**config.mk**
```make
export PLATFORM = sky130hd
export DESIGN_NAME = shift_add_mult16
export DESIGN_NICKNAME = d
export VERILOG_FILES = /design/src/rtl/shift_add_mult16_pkg.sv /design/src/rtl/carrySkip32.sv /design/src/rtl/shift_add_mult16.sv
export SDC_FILE = /design/constraint.sdc
export NUM_CORES = 1
export LEC_CHECK = 0
export CORE_ASPECT_RATIO = 2
export CORE_MARGIN = 4
export CORE_UTILIZATION = 30
export CTS_CLUSTER_DIAMETER = 50
export DETAILED_ROUTE_END_ITERATION = 6
export GPL_ROUTABILITY_DRIVEN = 0
export SYNTH_ARGS = -nofsm -noshare
export SYNTH_HDL_FRONTEND = slang
export SYNTH_SLANG_ARGS = --single-unit
```
**constraint.sdc**
```tcl
create_clock -name clk -period 18.4 [get_ports clk]
set_clock_uncertainty 0.15 [all_clocks]
set_input_delay 3.68 -clock clk [delete_from_list [all_inputs] [get_ports clk]]
set_output_delay 3.68 -clock clk [all_outputs]
set_load 0.01 [all_outputs]
```
**src/rtl/shift_add_mult16_pkg.sv**
```systemverilog
// Shared definitions for the 16x16 shift-add multiplier.
//   state_e : FSM encoding (IDLE, RUN, DONE)
//   N       : operand width
//   ITER    : number of RUN iterations (one per multiplier bit)
package shift_add_mult16_pkg;

  localparam int N    = 16;
  localparam int ITER = 16;

  typedef enum logic [1:0] {
    IDLE = 2'd0,
    RUN  = 2'd1,
    DONE = 2'd2
  } state_e;

endpackage

```
**src/rtl/carrySkip32.sv**
```systemverilog
// 32-bit carry-skip adder built from 4-bit ripple blocks.
//   a, b : addends
//   cin  : carry in
//   sum  : a + b + cin (low 32 bits)
//   cout : carry out
// A block whose bits all propagate forwards its incoming carry directly
// instead of waiting for the internal ripple.
module carrySkip32 (
  input  logic [31:0] a,
  input  logic [31:0] b,
  input  logic        cin,
  output logic [31:0] sum,
  output logic        cout
);

  localparam int BLK = 4;
  localparam int NB  = 32 / BLK;

  logic c, cblk, p, p_all;

  always_comb begin
    c     = cin;
    cblk  = 1'b0;
    p     = 1'b0;
    p_all = 1'b0;
    sum   = '0;
    for (int g = 0; g < NB; g++) begin
      cblk  = c;
      p_all = 1'b1;
      for (int k = 0; k < BLK; k++) begin
        p                = a[g*BLK+k] ^ b[g*BLK+k];
        sum[g*BLK+k]     = p ^ c;
        c                = (a[g*BLK+k] & b[g*BLK+k]) | (p & c);
        p_all            = p_all & p;
      end
      // skip path: full-propagate block passes its input carry through
      c = p_all ? cblk : c;
    end
    cout = c;
  end

endmodule

```
**src/rtl/shift_add_mult16.sv**
```systemverilog
// Sequential unsigned 16x16 shift-add multiplier, one multiplier bit per cycle.
//   clk     : clock, rising edge
//   rst     : synchronous active-high reset
//   start   : request, sampled only in IDLE
//   a, b    : multiplicand / multiplier, captured on the accepted start
//   busy    : high while iterating (RUN)
//   done    : one-cycle completion pulse (DONE)
//   product : 32-bit result, held until the next completion
module shift_add_mult16
  import shift_add_mult16_pkg::*;
#(
  parameter int N = 16
) (
  input  logic           clk,
  input  logic           rst,
  input  logic           start,
  input  logic [N-1:0]   a,
  input  logic [N-1:0]   b,
  output logic           busy,
  output logic           done,
  output logic [2*N-1:0] product
);

  state_e          state_q, state_d;
  logic [2*N-1:0]  mcand_q, mcand_d;
  logic [N-1:0]    mplier_q, mplier_d;
  logic [2*N-1:0]  acc_q, acc_d;
  logic [4:0]      cnt_q, cnt_d;
  logic [2*N-1:0]  product_q, product_d;

  logic [2*N-1:0]  addend, sum;

  assign addend = mplier_q[0] ? mcand_q : '0;

  // 16x16 cannot exceed 32 bits, so the carry-out is not needed
  carrySkip32 u_add (
    .a    (acc_q),
    .b    (addend),
    .cin  (1'b0),
    .sum  (sum),
    .cout ()
  );

  always_comb begin
    state_d   = state_q;
    mcand_d   = mcand_q;
    mplier_d  = mplier_q;
    acc_d     = acc_q;
    cnt_d     = cnt_q;
    product_d = product_q;
    unique case (state_q)
      IDLE: if (start) begin
        mcand_d  = {{N{1'b0}}, a};
        mplier_d = b;
        acc_d    = '0;
        cnt_d    = '0;
        state_d  = RUN;
      end
      RUN: begin
        acc_d    = sum;
        mcand_d  = mcand_q << 1;
        mplier_d = mplier_q >> 1;
        cnt_d    = cnt_q + 5'd1;
        // fixed ITER edges, no early exit on a zero multiplier
        if (cnt_q == 5'(ITER - 1)) begin
          product_d = sum;
          state_d   = DONE;
        end
      end
      DONE:    state_d = IDLE;
      default: state_d = IDLE;
    endcase
  end

  always_ff @(posedge clk) begin
    if (rst) begin
      state_q   <= IDLE;
      mcand_q   <= '0;
      mplier_q  <= '0;
      acc_q     <= '0;
      cnt_q     <= '0;
      product_q <= '0;
    end else begin
      state_q   <= state_d;
      mcand_q   <= mcand_d;
      mplier_q  <= mplier_d;
      acc_q     <= acc_d;
      cnt_q     <= cnt_d;
      product_q <= product_d;
    end
  end

  assign busy    = (state_q == RUN);
  assign done    = (state_q == DONE);
  assign product = product_q;

endmodule

```
==> results.json <==
{
  "grt_util_met1_pct": 15.3,
  "setup_tns_ns": 0,
  "tritoncts": "done",
  "p_int_uw": 538,
  "worst_pin_slew_ns": 0.985,
  "min_period_ns": 16.22,
  "cap_violations": 0,
  "critical_path.max_fanout": 19,
  "cp-end-kind": "flop",
  "regArea_um2": 2380,
  "syn_nets": 811,
  "std_cell_rows": 72,
  "hp-class": "flop to flop",
  "first_global_vias": 4890,
  "nets": 859,
  "synth_edf_count": 0,
  "slowest_stage": "dfxtp_1",
  "critPathBufInv": 3,
  "worst-r2r-cell-count": 50,
  "clock-root-buffer": "clkbuf_16",
  "crit_top_cell": "fa_1",
  "clk-insertion-delay-late_ns": 0.42,
  "multi_input_area_um2": 3110,
  "use_met3_pct": 2.77,
  "netlist_area_um2": 5940,
  "setup_viol": 0,
  "hold_viol_final": 0,
  "grt_pass1_wl_mm": 23.8,
  "p_per_area_nw_per_um2": 93.9,
  "nFillCells": 1965,
  "hold_buffers": 0,
  "io_buffers": 68,
  "post_cts_buffers": 0,
  "drv_slew": 0,
  "min_from": "product[18]",
  "cts_buffers": 17,
  "htreeDepth": 4,
  "dieHeight_um": 207,
  "p_sw_uw": 161,
  "p_leak_uw": 0.00298,
  "drc": 0,
  "ir_drop_mv": 0.0558,
  "grt_overflow_total": 0,
  "dr_total_vias": 4788,
  "worst_setup_path_start_kind": "flop",
  "top_usage_layer": "met2",
  "power_frac_seq_pct": 39.0,
  "pwr-share-clk_pct": 52.6,
  "grt_max_degree": 89,
  "async_reset_ff_share_pct": 0,
  "clkTransAtPathRegs_ns": 0.06,
  "ant_nets": 0,
  "grt_use_total_pct": 13.4,
  "netlist_instances": 716,
  "synth_seq_cells": 119,
  "core_area_um2": 19400,
  "min_period_over_period_pct": 88.2,
  "r2r_start": "mplier_q[0]",
  "r2r_setup_slack_ns": 2.18,
  "via_per_inst": 4.62,
  "syn_area_per_cell_um2": 8.29,
  "synth.yosys.warnings": 0,
  "wl_mm": 14.1,
  "die_x_um": 107,
  "slew_headroom_pct": 34.4,
  "global_route.usage.met2_pct": 23.1,
  "initial_core_util_pct": 30.7,
  "cts_resized": 0,
  "synthDistinctLibCells": 45,
  "antenna_cells": 0,
  "power_frac_comb_pct": 8.4,
  "whs_endpoint": "product[18]",
  "die_area_um2": 22200,
  "rsz0062_at_grt": "false",
  "area_growth_syn_to_layout_pct": 25.4,
  "wl_per_cell_um": 13.7,
  "critical_path_class": "flop to flop",
  "cp.required_ns": 18.51,
  "clock_sinks": 119,
  "layout-drive-gt1-share_pct": 6.69,
  "arrival_ns": 16.33,
  "outcome": "finished clean",
  "hpwl_mm": 9.60,
  "firstDrtPassIters": 4,
  "min_path_cells": 2,
  "synth-main-ff-cell": "dfxtp_1",
  "cpPeakStageDelay_ns": 0.66,
  "crit_family": "adder cells",
  "cts_buffer_depth": 2,
  "drtIter0Drc": 222,
  "postLayoutCoreUtil_pct": 38.4,
  "rr_endpoint": "acc_q[30]",
  "swShare_pct": 23.0,
  "top_level_ports": 69,
  "antenna_found_initial": 0,
  "seq_area_frac_synth_pct": 40.1,
  "fmax_mhz": 61.7
}
-- cell usage after synthesis, drive strengths merged (27+ instances only) --
cell type / count / area share [%]
nor3: 30 / 2.5
o21ai: 31 / 2.6
ha: 30 / 6.3
fa: 30 / 10
dfxtp: 119 / 40
nand2: 62 / 3.9
a21oi: 36 / 3.1
nor2: 172 / 11
buf: 27 / 2.3
a2bb2oi: 28 / 4.1
inv: 63 / 4.0
-- power groups by stage --
| stage | Sequential, µW | Combinational, µW | Clock (µW) |
|---|---|---|---|
| floorplan | 275 | 42.9 | 0 |
| global placement | 278 | 59.4 | 0 |
| detailed placement | 278 | 59.6 | 0 |
| CTS | 273 | 59.8 | 374 |
| global route | 274 | 65.9 | 385 |
| finish | 273 | 58.6 | 368 |
-- stage by stage --
stage	instances	setup WS [ns]	total power (µW)	hold slack (ns)	area, µm²
detailed placement	1004	2.28	338	0.292	6790
global placement	1004	2.49	337	0.287	6790
global route	1036	1.29	725	0.307	7450
floorplan	716	3.14	318	0.304	5940
CTS	1036	2.13	707	0.299	7450
finish	1036	2.18	699	0.295	7450
-- how the worst max path moves through the flow --
stage,startpoint,endpoint,slack [ns],cells past startpoint
floorplan,mplier_q[0],acc_q[30],3.14,52
global placement,mplier_q[0],acc_q[30],2.49,50
detailed placement,mplier_q[0],acc_q[30],2.28,50
CTS,mplier_q[0],acc_q[31],2.13,52
global route,mplier_q[0],acc_q[30],1.29,50
finish,mplier_q[0],acc_q[30],2.18,50
-- worst min-delay path: cells and delay by family, from the launching register on --
family / cells / cell delay [ns]
compound gates: 1 / 0.05
flops: 1 / 0.31
simple gates: 1 / 0.05
-- kinds of logic (layout without fill, tap and decap cells) --
| kind of cell | Yosys count | count (layout) | share of synthesized area (%) |
|---|---|---|---|
| xor gates and xnor gates | 2 | 2 | 0.295 |
| muxes | 1 | 1 | 0.190 |
| AOI/OAI and AO/OA | 134 | 134 | 15.2 |
| and+or+nand+nor | 289 | 289 | 20.1 |
| DFF | 119 | 119 | 40.1 |
| buffers and inverters | 111 | 172 | 7.63 |
| adders and majority gates | 60 | 60 | 16.4 |
-- sequential cells by signal, indices dropped and copies added, names as in the netlist --
signal and cells:
acc_q 32, cnt_q 5, mcand_q 32, mplier_q 16, product 32, state_q 2
-- metal layers --
metal / up-vias / share of wire (%)
met5: - / 0
met3: 24 / 3.1
met2: 89 / 52
li1: 2407 / -
met4: 0 / 3.5
met1: 2268 / 41
-- final cells by class --
cell class | instances | share of cell area, %
clock inverter | 12 | 2.67
inverter | 63 | 3.18
multi-input combinational | 486 | 41.7
tap | 259 | 4.35
sequential | 119 | 32.0
clock buffer | 20 | 6.13
timing repair buffer | 77 | 9.98
-- layout by cell type (no fill, tap or decap), drive strengths merged --
master and count:
a2111oi 1, a211oi 2, a21o 1, a21oi 36
a22o 3, a22oi 21, a2bb2oi 28, a41oi 3
and2 2, and3 1, and4 1, buf 10
bufinv 5, clkbuf 20, clkdlybuf4s50 67, clkinv 3
clkinvlp 4, dfxtp 119, fa 30, ha 30
inv 63, mux2 1, nand2 62, nand2b 2
nand3 1, nand3b 1, nand4 5, nor2 172
nor2b 8, nor3 30, nor3b 1, o21a 1
o21ai 31, o21ba 1, o22ai 4, o31ai 2
or2 3, xnor2 1, xor2 1
Power figures use the tool's default switching activity.
